`src/rtl/peripheral_putresult.sv`:
```
// Result presenter: captures an ALU result plus flags and shows them
// one byte at a time, stepped by a synchronized push-button.
module peripheral_putresult #(
    parameter int NBYTES      = 4,
    parameter int SYNC_STAGES = 2
) (
    input  logic                clk,
    input  logic                reset,
    input  logic [8*NBYTES-1:0] result,
    input  logic [3:0]          flags,
    input  logic                resultvalid,
    input  logic                nextpulse,
    output logic [7:0]          outputdata,
    output logic [2:0]          dataoutput_i,
    output logic                busy,
    output logic                done
);

    typedef enum logic [1:0] {
        IDLE = 2'd0,
        SHOW = 2'd1,
        FIN  = 2'd2
    } state_t;

    localparam logic [2:0] LAST = 3'(NBYTES);

    state_t state_q, state_d;

    logic [SYNC_STAGES-1:0] sync_q;
    logic                   delay_q;
    logic                   step;

    logic [2:0]          idx_q, idx_d;
    logic [8*NBYTES-1:0] res_q, res_d;
    logic [3:0]          flg_q, flg_d;
    logic [7:0]          data_q, data_d;

    // One pulse per press: rising edge of the synchronized level
    assign step = sync_q[SYNC_STAGES-1] & ~delay_q;

    always_ff @(posedge clk or negedge reset) begin
        if (!reset) begin
            sync_q  <= '0;
            delay_q <= 1'b0;
        end else begin
            sync_q  <= {sync_q[SYNC_STAGES-2:0], nextpulse};
            delay_q <= sync_q[SYNC_STAGES-1];
        end
    end

    always_ff @(posedge clk or negedge reset) begin
        if (!reset) begin
            state_q <= IDLE;
        end else begin
            state_q <= state_d;
        end
    end

    // A load strobe always wins over a simultaneous step
    always_comb begin
        state_d = state_q;
        idx_d   = idx_q;
        res_d   = res_q;
        flg_d   = flg_q;
        if (resultvalid) begin
            state_d = SHOW;
            idx_d   = 3'd0;
            res_d   = result;
            flg_d   = flags;
        end else if (step) begin
            unique case (state_q)
                SHOW: begin
                    if (idx_q == LAST) begin
                        state_d = FIN;
                        idx_d   = 3'd0;
                    end else begin
                        idx_d = idx_q + 3'd1;
                    end
                end
                FIN: begin
                    state_d = IDLE;
                end
                default: begin
                end
            endcase
        end
    end

    always_comb begin
        data_d = 8'h00;
        if (state_d == SHOW) begin
            if (idx_d == LAST) begin
                data_d = {4'b0000, flg_d};
            end else begin
                for (int i = 0; i < NBYTES; i++) begin
                    if (idx_d == 3'(i)) begin
                        data_d = res_d[8*i +: 8];
                    end
                end
            end
        end
    end

    always_ff @(posedge clk or negedge reset) begin
        if (!reset) begin
            idx_q  <= 3'd0;
            res_q  <= '0;
            flg_q  <= 4'd0;
            data_q <= 8'h00;
        end else begin
            idx_q  <= idx_d;
            res_q  <= res_d;
            flg_q  <= flg_d;
            data_q <= data_d;
        end
    end

    always_comb begin
        outputdata   = data_q;
        dataoutput_i = idx_q;
        busy         = (state_q == SHOW);
        done         = (state_q == FIN);
    end

endmodule

```
`config.mk`:
```
export PLATFORM = sky130hd
export DESIGN_NAME = peripheral_putresult
export DESIGN_NICKNAME = d
export VERILOG_FILES = /design/src/rtl/peripheral_putresult.sv
export SDC_FILE = /design/constraint.sdc
export NUM_CORES = 1
export LEC_CHECK = 0
export BUFFER_PORTS_ARGS = -buffer_cell sky130_fd_sc_hd__buf_4
export CAP_MARGIN = 0
export CORE_MARGIN = 2
export CORE_UTILIZATION = 25
export CTS_BUF_LIST = sky130_fd_sc_hd__clkbuf_4 sky130_fd_sc_hd__clkbuf_8
export DETAILED_ROUTE_END_ITERATION = 6
export MAX_ROUTING_LAYER = met4
export PLACE_DENSITY_LB_ADDON = 0.1
export SYNTH_ARGS = -nofsm -noshare
export SYNTH_HDL_FRONTEND = slang
export SYNTH_SLANG_ARGS = --single-unit
```
`constraint.sdc`:
```
create_clock -name clk -period 5.2 [get_ports clk]
set_input_delay 0.78 -clock clk [delete_from_list [all_inputs] [get_ports clk]]
set_output_delay 0.78 -clock clk [all_outputs]
set_load 0.01 [all_outputs]
```
-- After elaboration in Yosys (flattened, before gate mapping)
Index checks and enable logic that the tools add are counted.
W data, S select, Z words.
- register bits: 52
- input port bits: 40
- logic and storage cells: 35
- add/sub/neg operators: 1
- equality and inequality tests: 8
- mux-type cells: 16
- bitwise gates (word level): 2
- reduce and logical (&&, ||, !) cells: 1
- operator list (cell ; count):
    $mux W8 ; 6
    $mux W32 ; 1
    $mux W3 ; 4
    $eq A3 B2 Y1 const B ; 2
    $eq A3 B3 Y1 const B ; 2
    $mux W2 ; 3
    $eq A2 B1 Y1 const B ; 2
    $mux W4 ; 1
    $pmux W2 S2 ; 1
    $add A3 B1 Y3 const B ; 1
    $eq A3 B1 Y1 const B ; 1
    $logic_not A3 Y1 ; 1
    $eq A2 B2 Y1 const B ; 1
    $and A1 B1 Y1 ; 1
    $not A1 Y1 ; 1

-- Logic depth before layout (Yosys ltp)
Gate-level depths: netlist of the first run.
- depth after elaboration: 12
- gate-level depth with buffers: 10
- mapped depth without buffers: 8

-- Least setup slack after synthesis of the first run
Ideal clock, no wire load.
- path type: register -> register
- start point: register state_q[1]
- end point: register data_q[2] (netlist: outputdata[2])
- library setup time: 0.129 ns
- arrival time: 2.041 ns
- data required time: 5.071 ns
- setup slack: 3.030 ns
- cell stages (with the launch flop): 10
- path buffers: 2
- cells stage by stage: dfrtp_1 > inv_1 > ha_1 > and3b_1 > buf_6 > mux2_2 > or4_1 > buf_2 > o21ai_1 > a31oi_1
- word-level cells in the longest chain between the ends: 11
- elaborated cells on any way between the ends: 21
- RTL lines (element ; RTL line ; text):
    from (decl) ; 27 ; state_t state_q, state_d;
    from (signal assigned) ; 55 ; state_q <= state_d;
    $eq A2 B1 Y1 (*) ; n/a ;
    net busy ; 15 ; output logic busy,
    $mux W3 ; 71 ; unique case (state_q)
    $mux W3 ; 70 ; end else if (step) begin
    $mux W3 ; 65 ; if (resultvalid) begin
    $logic_not A3 Y1 ; 96 ; if (idx_d == 3'(i)) begin
    $mux W8 (4 in series) ; 96 ;
    $mux W8 ; 92 ; if (idx_d == LAST) begin
    $mux W8 (*) ; 91 ; if (state_d == SHOW) begin
    net data_d[2] ; 36 ; logic [7:0] data_q, data_d;
    to (signal assigned) ; 114 ; data_q <= data_d;
    to (decl) ; 36 ;
The timed path passes the listed nets; every way through them passes the cells marked *.

-- Worst setup path in the final report of the first run
- start point: register state_q[1]
- end point: register data_q[2] (netlist: outputdata[2])
- word-level cells in the longest chain between the ends: 11
- elaborated cells on any way between the ends: 21
- RTL lines (element ; RTL line):
    $eq A2 B1 Y1 ; 71
    $mux W3 ; 71
    $mux W3 ; 70
    $mux W3 ; 65
    $logic_not A3 Y1 ; 96
    $mux W8 (4 in series) ; 96
    $mux W8 ; 92
    $mux W8 (*) ; 91
    net data_d[2] ; 36
Marks and branches as above.

==> results of run 1 <==
[where the power goes]
group / switching (W) / internal [W]
logic: 0.0000668 / 0.0000783
clock network: 0.000140 / 0.000109
registers: 0.0000148 / 0.000444
total: 0.000221 / 0.000631
[registers in the layout, summed over array words and instances, names as in the netlist]
| register | cells |
|---|---|
| delay_q | 1 |
| res_q | 32 |
| state_q | 2 |
| outputdata | 8 |
| flg_q | 4 |
| dataoutput_i | 3 |
| sync_q | 2 |
[logic make-up (layout without fill, tap and decap cells)]
group                    Yosys count  in the layout  synth area share
flip-flops                        52             52             0.547
AO/OA/AOI/OAI                     33             33            0.0957
buffers and inverters             17             67            0.0326
adder cells (fa/ha/maj)            4              4            0.0210
AND/OR/NAND/NOR                   46             46             0.104
multiplexers                      42             42             0.200
[routing by layer]
metal | track usage | wire length (um) | vias up
li1 | - | - | 781
met1 | 0.161 | 2670 | 766
met2 | 0.162 | 2360 | 38
met3 | 0.0311 | 269 | 6
met4 | 0.0343 | 61 | 0
met5 | - | 0 | -
[placed cells by master (no fill, tap or decap), types with 2 or more instances in the layout]
cell type	synthesis	layout
nand3b_1	2	2
ha_1	4	4
a31oi_1	4	4
o21ai_1	4	4
dfrtp_1	52	52
buf_4	0	52
nor2b_1	3	3
o32a_1	3	3
mux2i_1	10	10
o21ai_0	4	4
nor2_1	7	7
a22oi_1	4	4
a211o_1	2	2
nand2_1	14	14
nand2b_1	10	10
a21oi_1	3	3
clkbuf_8	0	6
inv_1	6	6
nor4_1	2	2
nor3_1	2	2
mux2_2	30	30
[layout make-up]
class	instances	area, um2
Fill cell	951	6260
Sequential cell	52	1300
Multi-Input combinational cell	125	1000
Timing Repair Buffer	52	390
Tap cell	129	161
Clock buffer	6	82.6
Inverter	7	26.3
Clock inverter	2	13.8
[worst min-delay path by stage]
stage	start	end	depth (start not counted)
after detailed placement	sync_q[0]	sync_q[1]	0
final	sync_q[0]	sync_q[1]	0
after CTS	sync_q[0]	sync_q[1]	0
after global routing	sync_q[0]	sync_q[1]	0
after global placement	sync_q[0]	sync_q[1]	0
after floorplan	sync_q[0]	sync_q[1]	0
[synthesized netlist by cell type (all sizes together) (2+ instances only)]
cell type / number
nand2: 14
mux2i: 11
nor2b: 3
nor3: 2
nor4: 2
o21ai: 8
inv: 7
clkbuf: 4
nor2: 7
a211o: 2
nand3b: 2
mux2: 31
buf: 6
a22oi: 4
dfrtp: 52
o32a: 3
a31oi: 4
a21oi: 3
ha: 4
nand2b: 10
[stage by stage]
stage	setup slack, ps	hold slack, ps	instance area [um2]	total power (W)	util
after global routing	2510	368	2980	0.000906	0.322
after detailed placement	2400	335	2880	0.000616	0.312
after floorplan	3030	331	2380	0.000546	-
final	2730	358	2980	0.000852	0.322
after CTS	2700	359	2980	0.000868	0.322
after global placement	2450	332	2880	0.000617	0.312
==> impl_metrics.json, run 1 <==
{
  "status": "finished clean",
  "die_w_um": 102,
  "grt_first_pass_wirelength_mm": 8.80,
  "grt.overflow.total": 0,
  "crit_required_ps": 5380,
  "p_per_area_mw_per_mm2": 286,
  "end_kind": "flip-flop",
  "cts_root_buf": "clkbuf_8",
  "r2r_slack_ps": 2730,
  "worstMarginPinSlew_ps": 680,
  "setup-violations-final": 0,
  "place_inst": 365,
  "clockBufferDepth": 2,
  "wl_mm": 5.36,
  "cts_buffers": 5,
  "synth.net_count": 238,
  "cts_tree": "yes",
  "path_delay_family": "simple AND/OR/NAND/NOR gates",
  "drt-initial-drc-count": 50,
  "yosysTopAreaCellShare": 0.547,
  "path_depth": 8,
  "antenna_found_initial": 0,
  "path_clk_slew_ps": 110,
  "ant_nets": 0,
  "finalHoldViolCount": 0,
  "area_growth_syn_to_layout_pct": 25.1,
  "gr-usage-all-layers": 0.115,
  "syn_avg_cell_area_um2": 12.3,
  "ys_ff_latch": 52,
  "ctsResizeCount": 0,
  "critPathLaunchType": "flip-flop",
  "ys_seq_area_frac": 0.547,
  "hold_path.class": "reg -> reg",
  "pin_count": 53,
  "max-cap-violations": 0,
  "final_cells": 373,
  "ys.flop_type": "dfrtp_1",
  "insertion_delay_ps": 310,
  "yosys.area.top_type": "dfrtp_1",
  "period_needed_ps": 2470,
  "ff2ff_path_depth": 8,
  "synth_cell_types": 40,
  "synth.area.top_cells": "dfrtp_1, mux2_2, mux2i_1",
  "post-dp-hpwl_mm": 3.81,
  "yosysWarnings": 0,
  "antenna_cells": 0,
  "crit_slowest_cell": "or4_1",
  "htreeDepth": 2,
  "worstPathArrival_ps": 2650,
  "fp-row-count": 35,
  "vias": 1591,
  "maxSlewHeadroom": 0.546,
  "drive_above_1_share": 0.389,
  "gp_congestion": 0.794,
  "drc": 0,
  "cts_sinks": 52,
  "period_share": 0.474,
  "crit_path_start": "state_q[1]",
  "irDropWorstVdd_mv": 0.0880,
  "max_freq_mhz": 405,
  "wl_per_cell_um": 14.4,
  "rr_startpoint": "state_q[1]",
  "synth_cells": 194,
  "die_area_mm2": 0.0103,
  "hold_buffers": 0,
  "crit_type": "reg -> reg",
  "core_area_mm2": 0.00924,
  "slew_violations": 0,
  "path_max_fanout": 13,
  "slowest_delay_ps": 630,
  "drt_first_pass_iters": 4,
  "syn-cell-area_mm2": 0.00238,
  "critPathCapture": "outputdata[2]",
  "synth_edf_count": 0,
  "io_buffers": 52,
  "path_cells": "inv_1 -> ha_1 -> and3b_1 -> mux2_4 -> inv_2 -> or4_1 -> o21ai_1 -> a31oi_1",
  "cts_setup_buffers": 0,
  "setup_tns_ps": 0,
  "rsz0062_at_grt": "no",
  "critPathBufInv": 2,
  "power_leakage_nw": 1.31,
  "die_h_um": 102,
  "async_flop_share": 1.00,
  "nNetsFinal": 287,
  "grt_start_max_net_pins": 55,
  "skew_ps": 14.8,
  "first_global_vias": 1688,
  "viasPerCell": 4.27,
  "r2r_end": "outputdata[2]",
  "floorplan.initialDensity": 0.257
}
Note: power is estimated with default switching activity, not from simulation.
==> run 2, diff against run 1 <==
- clock period: 5.2 -> 2.2 ns (I/O delays scaled with it)
==> impl_metrics.json, run 2 (same netlist as run 1, synthesis figures left out) <==
{
  "status": "finished clean",
  "cts_root_buf": "clkbuf_8",
  "path_max_fanout": 8,
  "top_register": "res_q",
  "wl_per_cell_um": 14.4,
  "critPathBufInv": 1,
  "end_kind": "flip-flop",
  "maxSlewHeadroom": 0.534,
  "crit_required_ps": 2390,
  "antenna_cells": 0,
  "path_delay_family": "simple AND/OR/NAND/NOR gates",
  "gp_congestion": 0.797,
  "insertion_delay_ps": 310,
  "io_buffers": 52,
  "nFillCells": 956,
  "cts_buffers": 5,
  "viasPerCell": 4.29,
  "die_area_mm2": 0.0103,
  "skew_ps": 9.61,
  "drt_first_pass_iters": 4,
  "layout_commonest_cell": "buf_4",
  "hold_ws_ps": 42.4,
  "slowest_delay_ps": 470,
  "finalHoldViolCount": 0,
  "path_cells": "inv_1 -> ha_1 -> and3b_1 -> mux2_2 -> or4_4 -> o21ai_1 -> a31oi_1",
  "grt_first_pass_wirelength_mm": 8.96,
  "cts_setup_buffers": 0,
  "layout_common_cells": "buf_4, dfrtp_1, mux2_2, nand2_1",
  "post-dp-hpwl_mm": 3.97,
  "crit_path_start": "state_q[1]",
  "wl_mm": 5.53,
  "hold_path.class": "in -> async",
  "r2r_slack_ps": 160,
  "antenna_found_initial": 0,
  "drt-initial-drc-count": 52,
  "vias": 1642,
  "power_leakage_nw": 1.39,
  "period_needed_ps": 2040,
  "ant_nets": 0,
  "grt.overflow.total": 0,
  "fp-row-count": 35,
  "max-cap-violations": 0,
  "critPathLaunchType": "flip-flop",
  "htreeDepth": 2,
  "first_global_vias": 1766,
  "max_freq_mhz": 491,
  "setup-violations-final": 0,
  "ff2ff_path_depth": 7,
  "floorplan.initialDensity": 0.257,
  "critPathCapture": "outputdata[2]",
  "p_per_area_mw_per_mm2": 719,
  "setup_tns_ps": 0,
  "rsz0062_at_grt": "no",
  "worstMarginPinSlew_ps": 699,
  "period_share": 0.926,
  "path_depth": 7,
  "cts_tree": "yes",
  "clockBufferDepth": 2,
  "die_h_um": 102,
  "crit_type": "reg -> reg",
  "path_clk_slew_ps": 110,
  "worstPathArrival_ps": 2220,
  "seqCellArea_mm2": 0.00130,
  "rr_startpoint": "state_q[1]",
  "drive_above_1_share": 0.425,
  "gr-usage-all-layers": 0.116,
  "slew_violations": 0,
  "nNetsFinal": 297,
  "irDropWorstVdd_mv": 0.263,
  "area_growth_syn_to_layout_pct": 31.2,
  "multiInputGateArea_mm2": 0.00101,
  "crit_slowest_cell": "or4_4",
  "r2r_end": "outputdata[2]",
  "die_w_um": 102,
  "grt_start_max_net_pins": 53,
  "cts_sinks": 52,
  "largest_reg_flops": 32,
  "drc": 0,
  "core_area_mm2": 0.00924,
  "pin_count": 53
}
==> run 2: cell count changes in the layout (fill, tap and decap cells not counted), sizes merged <==
| cell | delta |
|---|---|
| bufinv | +2 |
| clkbuf | -1 |
| clkinv | -1 |
| buf | +10 |
==> run 2: worst min path at each step <==
stage	startpoint	endpoint	slack [ps]	depth (start not counted)
floorplan	reset	dataoutput_i[0]	30	0
global placement	sync_q[0]	sync_q[1]	330	0
detailed placement	sync_q[0]	sync_q[1]	340	0
CTS	reset	sync_q[0]	90	1
global route	nextpulse	sync_q[0]	100	1
finish	reset	sync_q[0]	40	1
==> run 2: timing repair <==
action,in CTS,in global routing
gates resized for setup,0,5
endpoints found under the setup margin,0,8
hold buffers,0,0
==> run 2: layout make-up <==
cell class              instances  area share
flip-flops and latches         52       0.417
multi-input cells             125       0.325
repair buffers                 62       0.154
well taps                     129      0.0517
clock buffers                   5      0.0220
clock inverters                 3      0.0220
inverters                       7     0.00842
==> run 2: report_power, final <==
group / switching [W] / internal (W) / leakage, nW
Clock: 0.000343 / 0.000458 / 0.0687
Combinational: 0.000166 / 0.000199 / 0.703
Sequential: 0.0000305 / 0.00105 / 0.618
Total: 0.000540 / 0.00171 / 1.39
==> run 2: metal layers <==
| metal | global-route usage | routed length [um] |
|---|---|---|
| met5 | - | 0 |
| met4 | 0.0281 | 40 |
| met3 | 0.0317 | 287 |
| met2 | 0.173 | 2490 |
| met1 | 0.157 | 2710 |
==> run 2: through the flow <==
stage / utilization / cells / area, um2 / worst slack (ps) / power (W)
4_1_cts: 0.336 / 383 / 3100 / 48.8 / 0.00229
3_3_place_gp: 0.321 / 375 / 2970 / 97.1 / 0.00147
5_1_grt: 0.338 / 383 / 3120 / 30.8 / 0.00236
2_1_floorplan: - / 194 / 2380 / 30.0 / 0.00129
6_report: 0.338 / 383 / 3120 / 163 / 0.00225
3_5_place_dp: 0.321 / 375 / 2970 / 76.7 / 0.00147
